[src/rtl/truth_table_sweeper_if.sv]
// Handshake and table-load signals between a truth-table sweeper and its host.
interface truth_table_sweeper_if #(
   parameter int N_IN  = 4,
   parameter int N_OUT = 10
);
   localparam int SEL_W = (N_OUT > 1) ? $clog2(N_OUT) : 1;
   localparam int ROWS  = 1 << N_IN;

   logic              lut_we;
   logic [SEL_W-1:0]  lut_sel;
   logic [ROWS-1:0]   lut_data;
   logic              start;
   logic              out_ready;
   logic [N_IN-1:0]   row;
   logic [N_OUT-1:0]  f;
   logic              out_valid;
   logic              busy;
   logic              done;
   logic [N_OUT-1:0]  sig;

   modport master (
      output lut_we, lut_sel, lut_data, start, out_ready,
      input  row, f, out_valid, busy, done, sig
   );

   modport slave (
      input  lut_we, lut_sel, lut_data, start, out_ready,
      output row, f, out_valid, busy, done, sig
   );
endinterface

[src/rtl/truth_table_sweeper.sv]
// Sweeps every input row through N_OUT loadable truth tables, streaming row/f
// over a valid/ready handshake and accumulating a per-function parity signature.
module truth_table_sweeper #(
   parameter int N_IN  = 4,
   parameter int N_OUT = 10
) (
   input  logic                 clk,
   input  logic                 rst,
   truth_table_sweeper_if.slave bus
);
   localparam int ROWS = 1 << N_IN;
   localparam logic [N_IN-1:0] ROW_ONE  = N_IN'(1);
   localparam logic [N_IN-1:0] ROW_LAST = '1;

   typedef enum logic [1:0] {
      IDLE = 2'd0,
      RUN  = 2'd1,
      DONE = 2'd2
   } state_t;

   state_t state;
   state_t state_next;

   logic [N_IN-1:0]  row_q;
   logic [N_IN-1:0]  row_next;
   logic [N_OUT-1:0] f_q;
   logic [N_OUT-1:0] f_next;
   logic [N_OUT-1:0] sig_q;
   logic [N_OUT-1:0] sig_next;
   logic [ROWS-1:0]  lut_q    [N_OUT];
   logic [ROWS-1:0]  lut_next [N_OUT];

   logic        xfer;
   logic        lut_wr;
   logic [31:0] sel_ext;

   assign sel_ext = 32'(bus.lut_sel);
   assign lut_wr  = (state == IDLE) && bus.lut_we && (sel_ext < 32'(N_OUT));
   assign xfer    = (state == RUN) && bus.out_ready;

   always_ff @(posedge clk or posedge rst) begin
      if (rst) begin
         state <= IDLE;
      end else begin
         state <= state_next;
      end
   end

   always_comb begin
      state_next = state;
      unique case (state)
         IDLE: begin
            if (bus.start) begin
               state_next = RUN;
            end
         end
         RUN: begin
            if (xfer && (row_q == ROW_LAST)) begin
               state_next = DONE;
            end
         end
         DONE: begin
            state_next = IDLE;
         end
         default: begin
            state_next = IDLE;
         end
      endcase
   end

   always_comb begin
      bus.out_valid = (state == RUN);
      bus.busy      = (state != IDLE);
      bus.done      = (state == DONE);
   end

   // f is computed from the post-edge tables and row so it never lags the row it describes.
   always_comb begin
      for (int unsigned j = 0; j < N_OUT; j++) begin
         lut_next[j] = lut_q[j];
         if (lut_wr && (sel_ext == j)) begin
            lut_next[j] = bus.lut_data;
         end
      end

      row_next = row_q;
      sig_next = sig_q;
      if ((state == IDLE) && bus.start) begin
         row_next = '0;
         sig_next = '0;
      end else if (xfer) begin
         row_next = row_q + ROW_ONE;
         sig_next = sig_q ^ f_q;
      end

      f_next = '0;
      for (int unsigned j = 0; j < N_OUT; j++) begin
         f_next[j] = lut_next[j][row_next];
      end
   end

   always_ff @(posedge clk or posedge rst) begin
      if (rst) begin
         row_q <= '0;
         f_q   <= '0;
         sig_q <= '0;
         for (int unsigned j = 0; j < N_OUT; j++) begin
            lut_q[j] <= '0;
         end
      end else begin
         row_q <= row_next;
         f_q   <= f_next;
         sig_q <= sig_next;
         for (int unsigned j = 0; j < N_OUT; j++) begin
            lut_q[j] <= lut_next[j];
         end
      end
   end

   assign bus.row = row_q;
   assign bus.f   = f_q;
   assign bus.sig = sig_q;

endmodule

[src/flat_wrapper.sv]
// flat-port wrapper written by rule: the top's interface ports become plain ports
module truth_table_sweeper_flat 
#(
   parameter int N_IN  = 4,
   parameter int N_OUT = 10
)
  (clk, rst, bus_lut_we, bus_lut_sel, bus_lut_data, bus_start, bus_out_ready, bus_row, bus_f, bus_out_valid, bus_busy, bus_done, bus_sig);
  truth_table_sweeper_if #(.N_IN(N_IN), .N_OUT(N_OUT)) bus_i ();
  input  logic clk;
  input  logic rst;
  input wire logic [$bits(bus_i.lut_we)-1:0] bus_lut_we;
  input wire logic [$bits(bus_i.lut_sel)-1:0] bus_lut_sel;
  input wire logic [$bits(bus_i.lut_data)-1:0] bus_lut_data;
  input wire logic [$bits(bus_i.start)-1:0] bus_start;
  input wire logic [$bits(bus_i.out_ready)-1:0] bus_out_ready;
  output wire logic [$bits(bus_i.row)-1:0] bus_row;
  output wire logic [$bits(bus_i.f)-1:0] bus_f;
  output wire logic [$bits(bus_i.out_valid)-1:0] bus_out_valid;
  output wire logic [$bits(bus_i.busy)-1:0] bus_busy;
  output wire logic [$bits(bus_i.done)-1:0] bus_done;
  output wire logic [$bits(bus_i.sig)-1:0] bus_sig;
  assign bus_i.lut_we = bus_lut_we;
  assign bus_i.lut_sel = bus_lut_sel;
  assign bus_i.lut_data = bus_lut_data;
  assign bus_i.start = bus_start;
  assign bus_i.out_ready = bus_out_ready;
  assign bus_row = bus_i.row;
  assign bus_f = bus_i.f;
  assign bus_out_valid = bus_i.out_valid;
  assign bus_busy = bus_i.busy;
  assign bus_done = bus_i.done;
  assign bus_sig = bus_i.sig;
  truth_table_sweeper #(.N_IN(N_IN), .N_OUT(N_OUT)) u_core (.clk(clk), .rst(rst), .bus(bus_i));
endmodule
[config.mk]
export PLATFORM = sky130hd
export DESIGN_NAME = truth_table_sweeper_flat
export DESIGN_NICKNAME = d
export VERILOG_FILES = /design/src/rtl/truth_table_sweeper_if.sv /design/src/rtl/truth_table_sweeper.sv /design/src/flat_wrapper.sv
export SDC_FILE = /design/constraint.sdc
export NUM_CORES = 1
export LEC_CHECK = 0
export ABC_CLOCK_PERIOD_IN_PS = 9500
export CAP_MARGIN = 20
export CORE_UTILIZATION = 40
export DETAILED_ROUTE_END_ITERATION = 8
export PLACE_DENSITY = 0.56
export SLEW_MARGIN = 10
export SYNTH_ARGS = -nofsm -noshare
export SYNTH_HDL_FRONTEND = slang
export SYNTH_SLANG_ARGS = --single-unit
[constraint.sdc]
create_clock -name clk -period 9.5 [get_ports clk]
set_input_delay 2.85 -clock clk [delete_from_list [all_inputs] [get_ports clk]]
set_output_delay 2.85 -clock clk [all_outputs]
set_load 0.02 [all_outputs]
==> summary.txt, run 1 <==
Route
  – First-iteration detailed-routing DRC count: between 200 and 300
  – Final ANT Viol Nets: 0
  – Wire length on met1: between 10000 and 15000 um
  – Met3 wirelength from detailed routing: 746 um
  – Vias after detailed routing: about 5700
  – Uppermost layer routed: met4
  – Detailed-route wire length: roughly 23000 um
  – DRC errors left: 0
  – Average wire per cell in the routed design: ~22 um
  – Number of search-and-repair iterations in the first detailed-routing pass: 6
  – Via-to-Cell Ratio: roughly 5.6
  – Met2 WL post-DR: about 11000 um

Cells and area
  – Ant diodes: 0
  – Final net count: about 760
  – Number of inserted filler cells in the final layout: between 1500 and 2000
  – Most common cell after layout, fill and taps aside: sky130_fd_sc_hd__dfrtp_1
  – Highest-count cells in the layout ignoring fill and taps: sky130_fd_sc_hd__dfrtp_1, sky130_fd_sc_hd__mux2_2, sky130_fd_sc_hd__nand2_1
  – Area used by multi-input combinational logic: roughly 3700 um^2
  – Share of layout cells above drive strength 1: around 27%
  – Sequential cell area: ~4700 um^2
  – Area delta synth->final: 16.5%

Critical path
  – Highest fanout seen on the critical path: 17
  – Critical Path, Cell by Cell: clkdlybuf4s50_1 -> and3b_1 -> nand4_1 -> xor2_1 -> or2_2 -> inv_1 -> nor2_1 -> a22oi_1 -> nand3_1
  – Beginning of the critical path: bus_out_ready
  – Worst endpoint data arrival time: roughly 6.0 ns
  – Class of the most critical setup path: in -> reg
  – Required time of the worst setup path: roughly 9.8 ns
  – Buffers plus inverters on the worst setup path: 2
  – CP top delay family: simple AND/OR/NAND/NOR gates
  – Cell depth of the worst flop-to-flop path: 7
  – CP Capture Type: register
  – Startpoint of the lowest-slack register-to-register path: u_core.state[0]$_DFFE_PP0P_
  – Timing endpoint of the critical path: u_core.bus.f[8]$_DFF_PP0_
  – Longest individual stage delay on the worst path: ~0.62 ns
  – Worst R2R End: u_core.bus.f[7]$_DFF_PP0_
  – Flop2flop setup slack: roughly 6.1 ns
  – Slowest cell on crit path: sky130_fd_sc_hd__inv_1
  – Category of the worst setup path launch point: input pin
  – Number of stages on the worst setup path: 9

Synth
  – Synthesized area: about 8600 um^2
  – Async S/R FF share, synth: 100%
  – Cell type with the highest aggregate area in the netlist: sky130_fd_sc_hd__dfrtp_1
  – Share of Yosys cell area claimed by the top area cell type: 54.1%
  – Count of flip-flops with a built-in enable after synthesis: 0
  – Count of yosys warnings during synthesis: 0
  – Count of cell types in the netlist: 50
  – Number of storage elements in the synthesis netlist: around 190
  – Post-synth net total: 740
  – Synth area leaders: sky130_fd_sc_hd__dfrtp_1, sky130_fd_sc_hd__mux2_2, sky130_fd_sc_hd__mux2i_1
  – Mean area per synthesized cell: roughly 12 um^2
  – Most used DFF post-synth: sky130_fd_sc_hd__dfrtp_1
  – Sequential cell area fraction in the yosys report: between 50% and 60%
  – Cells after synthesis: between 700 and 800

Timing
  – Shortest clock period the worst path allows after layout: about 5.7 ns
  – Period utilisation layout: between 60% and 70%
  – RSZ-0062 raised after global routing: false
  – Setup violation total in the final timing report: 0
  – Final-layout worst hold slack: between 0.4 and 0.5 ns
  – Number of pins with negative max-slew slack in the final report: 0
  – Slew of the pin with the lowest slew margin: ~1 ns
  – Setup_tns: 0 ns
  – Endpoints failing hold: 0
  – Headroom to the max-slew limit: 31.7%
  – Clk_skew: between 0.008 and 0.009 ns
  – Highest attainable clock frequency: about 170 MHz

Floorplan
  – Effective utilization at floorplan: about two fifths
  – Die ar.: 22100 um^2
  – Number of placement rows: 53
  – Placeable Area: between 20000 and 25000 um^2
  – Die span in y: about 150 um
  – Overall die width: between 100 and 150 um
  – Number of I/O pins: 52

CTS
  – Clk Latency, worst-skew pair: 0.43 ns
  – Hold buffer count at cts: 0
  – Setup Fix Bufs, Post-CTS: 0
  – Sink count of the clock tree: about 190
  – Clock tree from TritonCTS: done
  – Worst-path clk slew: 0.07 ns
  – Buffer type at the clock tree root: sky130_fd_sc_hd__clkbuf_16
  – Number of clock buffers inserted by TritonCTS: 17
  – Maximum root-to-sink buffer count: 2
  – CTS resizes: 0
  – Max H-tree Level: 4

Place
  – Final estimated routing congestion in global placement: between 0.7 and 0.8
  – IO Port Bufs: around 50
  – DPL Wire Length: about 14000 um

Outcome
  – Result of the run: complete, no violations

GRT
  – Pin count of the biggest net entering global routing: approximately 110
  – First-pass GRT wire length: 35600 um
  – Sum of overflow across all layers after global routing: 0
  – Antenna violations before repair: 0
  – Via count of the first global-routing pass: 6048
  – Aggregate global-route resource usage: a little over a fifth

Pwr
  – Maximum vdd drop: around 0.14 mV
  – Leakage: a little under 5 nW
  – Areal power density over the cells: approximately 330 nW/um^2

Min path
  – Min-Delay Path Class: reg -> reg

Flow run
  – Total of max-cap violations: 0
==> metal layers <==
layer / track usage (%) / vias to the layer above
li1: - / 2579
met1: 30.0 / 2970
met2: 35.0 / 126
met3: 3.50 / 28
met4: 7.78 / 0
met5: 0 / -
==> where the power goes <==
group	switching [W]	internal [W]	total, W
sequential	0.0000967	0.00101	0.00110
combinational	0.000749	0.000571	0.00132
clock	0.000315	0.000530	0.000845
==> Yosys cell counts (5+ instances only) <==
master                     count
sky130_fd_sc_hd__dfrtp_1     186
sky130_fd_sc_hd__mux2_2      147
sky130_fd_sc_hd__nand2_1      73
sky130_fd_sc_hd__nor2_1       44
sky130_fd_sc_hd__clkbuf_1     42
sky130_fd_sc_hd__mux2i_1      42
sky130_fd_sc_hd__o22a_1       24
sky130_fd_sc_hd__nand3_1      20
sky130_fd_sc_hd__xor2_1       12
sky130_fd_sc_hd__a21oi_1      10
sky130_fd_sc_hd__o22ai_1       9
sky130_fd_sc_hd__or3_1         9
sky130_fd_sc_hd__a31oi_1       8
sky130_fd_sc_hd__a21o_1        7
sky130_fd_sc_hd__nor3_1        7
sky130_fd_sc_hd__buf_2         6
sky130_fd_sc_hd__inv_1         6
sky130_fd_sc_hd__a22oi_1       5
==> cell type report <==
| type | instances | area share, % |
|---|---|---|
| Clock buffer | 18 | 4.38 |
| Timing Repair Buffer | 60 | 5.96 |
| Tap cell | 275 | 3.43 |
| Sequential cell | 186 | 46.4 |
| Multi-Input combinational cell | 465 | 36.9 |
| Clock inverter | 14 | 2.66 |
| Inverter | 7 | 0.312 |
==> worst min-delay path, stage by stage, from the launching register on <==
cell and delay, ns:
sky130_fd_sc_hd__dfrtp_1 0.34, sky130_fd_sc_hd__nand2_1 0.05, sky130_fd_sc_hd__nand2_1 0.06
==> worst min-delay path by stage <==
stage / from / to / slack [ns] / cells past startpoint
finish: u_core.lut_q[154]$_DFF_PP0_ / u_core.lut_q[154]$_DFF_PP0_ / 0.48 / 2
global route: u_core.lut_q[154]$_DFF_PP0_ / u_core.lut_q[154]$_DFF_PP0_ / 0.50 / 2
CTS: u_core.lut_q[145]$_DFF_PP0_ / u_core.lut_q[145]$_DFF_PP0_ / 0.48 / 2
detailed placement: u_core.lut_q[145]$_DFF_PP0_ / u_core.lut_q[145]$_DFF_PP0_ / 0.46 / 2
global placement: u_core.lut_q[146]$_DFF_PP0_ / u_core.lut_q[146]$_DFF_PP0_ / 0.46 / 2
floorplan: u_core.lut_q[145]$_DFF_PP0_ / u_core.lut_q[145]$_DFF_PP0_ / 0.45 / 2
==> cell families after synthesis <==
family / synth area share (%)
xor gates and xnor gates: 1.22
buffers and inverters: 3.18
AOI/OAI and AO/OA: 6.92
and+or+nand+nor: 10.1
DFF: 54.1
muxes: 24.3
adders and majority gates: 0.145
==> through the flow <==
stage                     util [%]  instance area (um^2)  std cells  power [W]  setup slack, ns
after floorplan                  -                  8610        714    0.00200             1.59
after global placement        44.1                  9300        992    0.00241             3.36
after detailed placement      44.1                  9300        992    0.00244             3.32
after CTS                     47.4                 10000       1024    0.00328             3.78
final                         47.6                 10000       1025    0.00327             3.77
after global routing          47.6                 10000       1025    0.00344             3.59
==> flip-flops by register name (all words and copies together), names as in the netlist <==
signal          count
u_core.lut_q      160
u_core.bus.f       10
u_core.bus.sig     10
u_core.bus.row      4
u_core.state        2
Note: power is estimated with default switching activity, not from simulation.
==> inputs of run 2 (changes only) <==
ABC_CLOCK_PERIOD_IN_PS = 5900   (was 9500)
clock period = 5.9 ns   (was 9.5 ns; I/O delays follow)
==> summary.txt, run 2 (synthesis gave the netlist of run 1 again) <==
Cells and area
  – Highest-count cells in the layout ignoring fill and taps: sky130_fd_sc_hd__dfrtp_1, sky130_fd_sc_hd__mux2_2, sky130_fd_sc_hd__nand2_1
  – Ant diodes: 0
  – Number of cells in the finished layout apart from fillers: roughly 1000
  – Post-Layout Inst Area: 9980 um^2
  – Share of layout cells above drive strength 1: between 20% and 30%
  – Area delta synth->final: 16.0%
  – Final net count: about 770
  – Register name with the most flops: u_core.lut_q
  – Most common cell after layout, fill and taps aside: sky130_fd_sc_hd__dfrtp_1
  – Largest register FFs: between 150 and 200

Place
  – DPL Wire Length: between 10000 and 15000 um
  – Final estimated routing congestion in global placement: about 0.8
  – IO Port Bufs: 51
  – Placement-stage worst setup slack: a little under 0.9 ns
  – Post-detailed-placement cell area: roughly 9400 um^2
  – Total placed cells including tap cells: approximately 1000

Timing
  – Clk_skew: 0.0100 ns
  – Endpoints failing hold: 0
  – Highest attainable clock frequency: between 200 and 250 MHz
  – RSZ-0062 raised after global routing: false
  – Shortest clock period the worst path allows after layout: 4.60 ns
  – Slew of the pin with the lowest slew margin: a little over 1 ns
  – Period utilisation layout: just under 80%
  – Number of pins with negative max-slew slack in the final report: 0
  – Setup_tns: 0 ns
  – Worst-case setup margin in the final layout: 1.30 ns
  – Headroom to the max-slew limit: around 31%
  – Setup violation total in the final timing report: 0

Critical path
  – Worst endpoint data arrival time: approximately 5 ns
  – Category of the worst setup path launch point: input pin
  – Required time of the worst setup path: 6.23 ns
  – Slowest cell on crit path: sky130_fd_sc_hd__and3_1
  – Highest fanout seen on the critical path: 9
  – Critical Path, Cell by Cell: clkdlybuf4s50_1 -> nor4b_2 -> and3_1 -> buf_4 -> mux2_2 -> mux2i_1 -> nor2_1 -> or3_1 -> a21o_1
  – Longest individual stage delay on the worst path: roughly 0.70 ns
  – Class of the most critical setup path: in -> reg
  – CP Capture Type: register

GRT
  – Antenna violations before repair: 1
  – Pin count of the biggest net entering global routing: roughly 190
  – Via count of the first global-routing pass: approximately 6000
  – First-pass GRT wire length: between 30000 and 40000 um
  – Aggregate global-route resource usage: 22.0%
  – Sum of overflow across all layers after global routing: 0

CTS
  – Number of clock buffers inserted by TritonCTS: 17
  – Setup Fix Bufs, Post-CTS: 0
  – Worst-path clk slew: approximately 0.070 ns
  – Sink count of the clock tree: about 190
  – Maximum root-to-sink buffer count: 2
  – Clock tree from TritonCTS: done
  – Clk Latency, worst-skew pair: roughly 0.44 ns
  – CTS resizes: 0
  – Buffer type at the clock tree root: sky130_fd_sc_hd__clkbuf_16
  – Hold buffer count at cts: 0
  – Max H-tree Level: 4

Route
  – Uppermost layer routed: met4
  – First-iteration detailed-routing DRC count: roughly 360
  – DRC errors left: 0
  – Detailed-route wire length: ~23000 um
  – Average wire per cell in the routed design: ~22 um
  – Met3 wirelength from detailed routing: roughly 1400 um
  – Wire length on met1: between 10000 and 15000 um
  – Vias after detailed routing: 5709
  – Final ANT Viol Nets: 0
  – Number of search-and-repair iterations in the first detailed-routing pass: 4
  – Met2 WL post-DR: between 10000 and 15000 um
  – Via-to-Cell Ratio: about 5.5

Floorplan
  – Effective utilization at floorplan: about two fifths
  – Number of placement rows: 53
  – Die span in y: 149 um
  – Placeable Area: 21100 um^2
  – Die ar.: ~22000 um^2
  – Number of I/O pins: between 50 and 60
  – Overall die width: 149 um

Outcome
  – Result of the run: complete, no violations

Min path
  – Min-Delay Path Class: reg -> reg

Pwr
  – Maximum vdd drop: 0.216 mV
  – Areal power density over the cells: ~500 nW/um^2
  – Leakage: between 4 and 5 nW

Flow run
  – Total of max-cap violations: 0
-- run 2: changes by cell type in the layout (fill, tap and decap cells not counted), sizes merged --
cell      change
bufinv        -6
clkinv        -2
buf          +10
clkinvlp      +1
inv           +7
-- run 2: critical path, delay by kind of cell --
| family | cells | cell delay, ns |
|---|---|---|
| AND/OR/NAND/NOR | 4 | 1.63 |
| buffers and inverters | 2 | 0.79 |
| multiplexers | 2 | 0.56 |
| AO/OA/AOI/OAI | 1 | 0.17 |
-- run 2: worst paths after layout --
check | startpoint | end | slack (ns) | cells after the start
worst max-delay path | bus_lut_sel[3] | u_core.bus.f[5]$_DFF_PP0_ | 1.30 | 9
worst min-delay path | u_core.lut_q[155]$_DFF_PP0_ | u_core.lut_q[155]$_DFF_PP0_ | 0.48 | 2
worst max register to register | u_core.state[1]$_DFFE_PP0P_ | u_core.bus.f[5]$_DFF_PP0_ | 2.66 | 8
worst min register to register | u_core.lut_q[155]$_DFF_PP0_ | u_core.lut_q[155]$_DFF_PP0_ | 0.48 | 2
max in group asynchronous | rst | u_core.state[1]$_DFFE_PP0P_ | 3.18 | 3
min in group asynchronous | rst | u_core.lut_q[3]$_DFF_PP0_ | 1.95 | 3
-- run 2: metal layers --
layer  global-route usage (%)  vias up
met5                        0        -
met4                     6.86        0
met3                     4.69       22
met2                     34.3      157
met1                     30.6     2944
li1                         -     2586
-- run 2: cell type report --
class                           instances  area [um^2]
Fill cell                            1861        11100
Inverter                                7         30.0
Clock buffer                           18          439
Timing Repair Buffer                   70          666
Multi-Input combinational cell        465         3700
Tap cell                              275          344
Sequential cell                       186         4650
Clock inverter                         14          150
-- run 2: per-stage QoR --
step | util (%) | total power (W) | hold slack [ns]
floorplan | - | 0.00321 | 0.446
global placement | 44.5 | 0.00392 | 0.458
detailed placement | 44.5 | 0.00396 | 0.464
CTS | 47.3 | 0.00511 | 0.481
global route | 47.3 | 0.00537 | 0.507
finish | 47.3 | 0.00509 | 0.479
-- run 2: power by group --
group	switching [W]	internal (W)
clock network	0.000539	0.000613
registers	0.000161	0.00162
logic	0.00122	0.000935
==> inputs of run 3 (changes only) <==
ABC_CLOCK_PERIOD_IN_PS = 4700   (was 5900)
clock period = 4.7 ns   (was 5.9 ns; I/O delays follow)
==> summary.txt, run 3 (synthesis gave the netlist of run 1 again) <==
Timing
  – Worst-case setup margin in the final layout: about 0.75 ns
  – Highest attainable clock frequency: ~250 MHz
  – Period utilisation layout: between 80% and 90%
  – Clk_skew: between 0.015 and 0.02 ns
  – Shortest clock period the worst path allows after layout: roughly 4.0 ns
  – Number of pins with negative max-slew slack in the final report: 0
  – Endpoints failing hold: 0
  – Slew of the pin with the lowest slew margin: ~0.7 ns
  – Setup_tns: 0 ns
  – RSZ-0062 raised after global routing: false
  – Setup violation total in the final timing report: 0
  – Headroom to the max-slew limit: about 53%

CTS
  – Buffer type at the clock tree root: sky130_fd_sc_hd__clkbuf_16
  – Max H-tree Level: 4
  – Clock tree from TritonCTS: done
  – Maximum root-to-sink buffer count: 2
  – Number of clock buffers inserted by TritonCTS: 17
  – Hold buffer count at cts: 0
  – CTS resizes: 0
  – Sink count of the clock tree: 186
  – Clk Latency, worst-skew pair: around 0.44 ns
  – Setup Fix Bufs, Post-CTS: 0
  – Worst-path clk slew: roughly 0.070 ns

Critical path
  – Class of the most critical setup path: in -> reg
  – CP Capture Type: register
  – Slowest cell on crit path: sky130_fd_sc_hd__or4b_1
  – Cell repeated most along the worst path: sky130_fd_sc_hd__mux2_2
  – Beginning of the critical path: bus_lut_sel[3]
  – Category of the worst setup path launch point: input pin
  – Worst endpoint data arrival time: 4.27 ns
  – Highest fanout seen on the critical path: 12
  – Startpoint of the lowest-slack register-to-register path: u_core.bus.row[0]$_DFF_PP0_
  – Required time of the worst setup path: 5.02 ns
  – Critical Path, Cell by Cell: clkdlybuf4s50_1 -> or4b_4 -> or4b_1 -> buf_4 -> mux2_2 -> mux2i_1 -> mux2_2 -> a21oi_1 -> a21o_1
  – Longest individual stage delay on the worst path: approximately 0.64 ns

GRT
  – Antenna violations before repair: 0
  – Via count of the first global-routing pass: between 6000 and 7000
  – Aggregate global-route resource usage: roughly 22%
  – Pin count of the biggest net entering global routing: a little over 90
  – Sum of overflow across all layers after global routing: 0
  – First-pass GRT wire length: 36500 um

Pwr
  – Areal power density over the cells: about 640 nW/um^2
  – Sw power: 0.00244 W
  – Leakage: roughly 4.8 nW
  – Maximum vdd drop: around 0.32 mV
  – Relative contribution of sequential cells to total power: between 30% and 40%
  – Combinational group share of total power: 44.2%
  – Internal: between 0.003 and 0.004 W
  – Total Power: 0.00643 W
  – Switching power share of the total: between 30% and 40%
  – Share of total power in the clock network: 21.3%

Route
  – Via-to-Cell Ratio: approximately 5.6
  – Met2 WL post-DR: roughly 11000 um
  – Number of search-and-repair iterations in the first detailed-routing pass: 7
  – Vias after detailed routing: 5837
  – Met3 wirelength from detailed routing: 1140 um
  – Detailed-route wire length: between 20000 and 25000 um
  – First-iteration detailed-routing DRC count: slightly above 300
  – DRC errors left: 0
  – Final ANT Viol Nets: 0
  – Uppermost layer routed: met4
  – Average wire per cell in the routed design: approximately 22 um
  – Wire length on met1: 10300 um

Cells and area
  – Largest register FFs: 160
  – Area delta synth->final: 17.3%
  – Final cell utilization of the core: 47.9%
  – Most common cell after layout, fill and taps aside: sky130_fd_sc_hd__dfrtp_1
  – Final net count: around 800
  – Share of layout cells above drive strength 1: about 30%
  – Highest-count cells in the layout ignoring fill and taps: sky130_fd_sc_hd__dfrtp_1, sky130_fd_sc_hd__mux2_2, sky130_fd_sc_hd__nand2_1
  – Ant diodes: 0
  – Register name with the most flops: u_core.lut_q

Floorplan
  – Die span in y: 149 um
  – Placeable Area: between 20000 and 25000 um^2
  – Die ar.: about 22000 um^2
  – Number of I/O pins: 52
  – Number of placement rows: 53
  – Overall die width: ~150 um
  – Effective utilization at floorplan: approximately two fifths

Place
  – Placement-stage worst setup slack: approximately 0.25 ns
  – Final estimated routing congestion in global placement: slightly above 0.8
  – DPL Wire Length: 15400 um
  – IO Port Bufs: between 50 and 60

Min path
  – Startpoint of the most critical hold path: u_core.lut_q[153]$_DFF_PP0_
  – Min-Delay Path Class: reg -> reg

Flow run
  – Total of max-cap violations: 0

Outcome
  – Result of the run: complete, no violations
==> run 3: cell types whose count changed in the layout (fill, tap and decap cells not counted), sizes merged <==
cell | before | now
clkinv | 2 | 1
bufinv | 1 | 0
inv | 16 | 15
buf | 19 | 35
clkinvlp | 2 | 5
==> run 3: final cells by class <==
type | instances | area, um^2
Clock buffer | 18 | 429
Clock inverter | 14 | 128
Fill cell | 1888 | 11000
Inverter | 7 | 30.0
Multi-Input combinational cell | 465 | 3700
Sequential cell | 186 | 4650
Tap cell | 275 | 344
Timing Repair Buffer | 86 | 811
==> run 3: power by group through the flow <==
stage	logic [W]	clock network, W	registers (W)
after floorplan	0.00173	0	0.00231
after global placement	0.00281	0	0.00222
after detailed placement	0.00284	0	0.00225
after CTS	0.00286	0.00140	0.00222
after global routing	0.00309	0.00146	0.00226
final	0.00285	0.00137	0.00222
==> run 3: per-layer routing <==
metal | GRT usage [%] | up-vias
li1 | - | 2614
met1 | 30.3 | 3051
met2 | 36.8 | 143
met3 | 3.90 | 29
met4 | 6.65 | 0
met5 | 0 | -
==> run 3: per-stage QoR <==
step | cells | instance area, um^2 | hold slack [ns]
after floorplan | 714 | 8610 | 0.446
after global placement | 1019 | 9540 | 0.457
after detailed placement | 1019 | 9540 | 0.463
after CTS | 1051 | 10100 | 0.481
after global routing | 1051 | 10100 | 0.505
final | 1051 | 10100 | 0.478
==> run 3: path summary, 6_finish.rpt <==
kind / endpoint / slack [ns] / depth (start not counted)
worst max register to register: u_core.bus.f[6]$_DFF_PP0_ / 1.69 / 11
worst min-delay path: u_core.lut_q[153]$_DFF_PP0_ / 0.48 / 2
max in group asynchronous: u_core.lut_q[134]$_DFF_PP0_ / 2.33 / 3
worst max-delay path: u_core.bus.f[2]$_DFF_PP0_ / 0.75 / 9
min in group asynchronous: u_core.lut_q[152]$_DFF_PP0_ / 1.44 / 2
worst min register to register: u_core.lut_q[153]$_DFF_PP0_ / 0.48 / 2
==> run 3: critical path, delay by kind of cell <==
family | cells | cell delay, ns
muxes | 3 | 0.65
AOI/OAI and AO/OA | 2 | 0.24
and+or+nand+nor | 2 | 1.24
buffers and inverters | 2 | 0.74
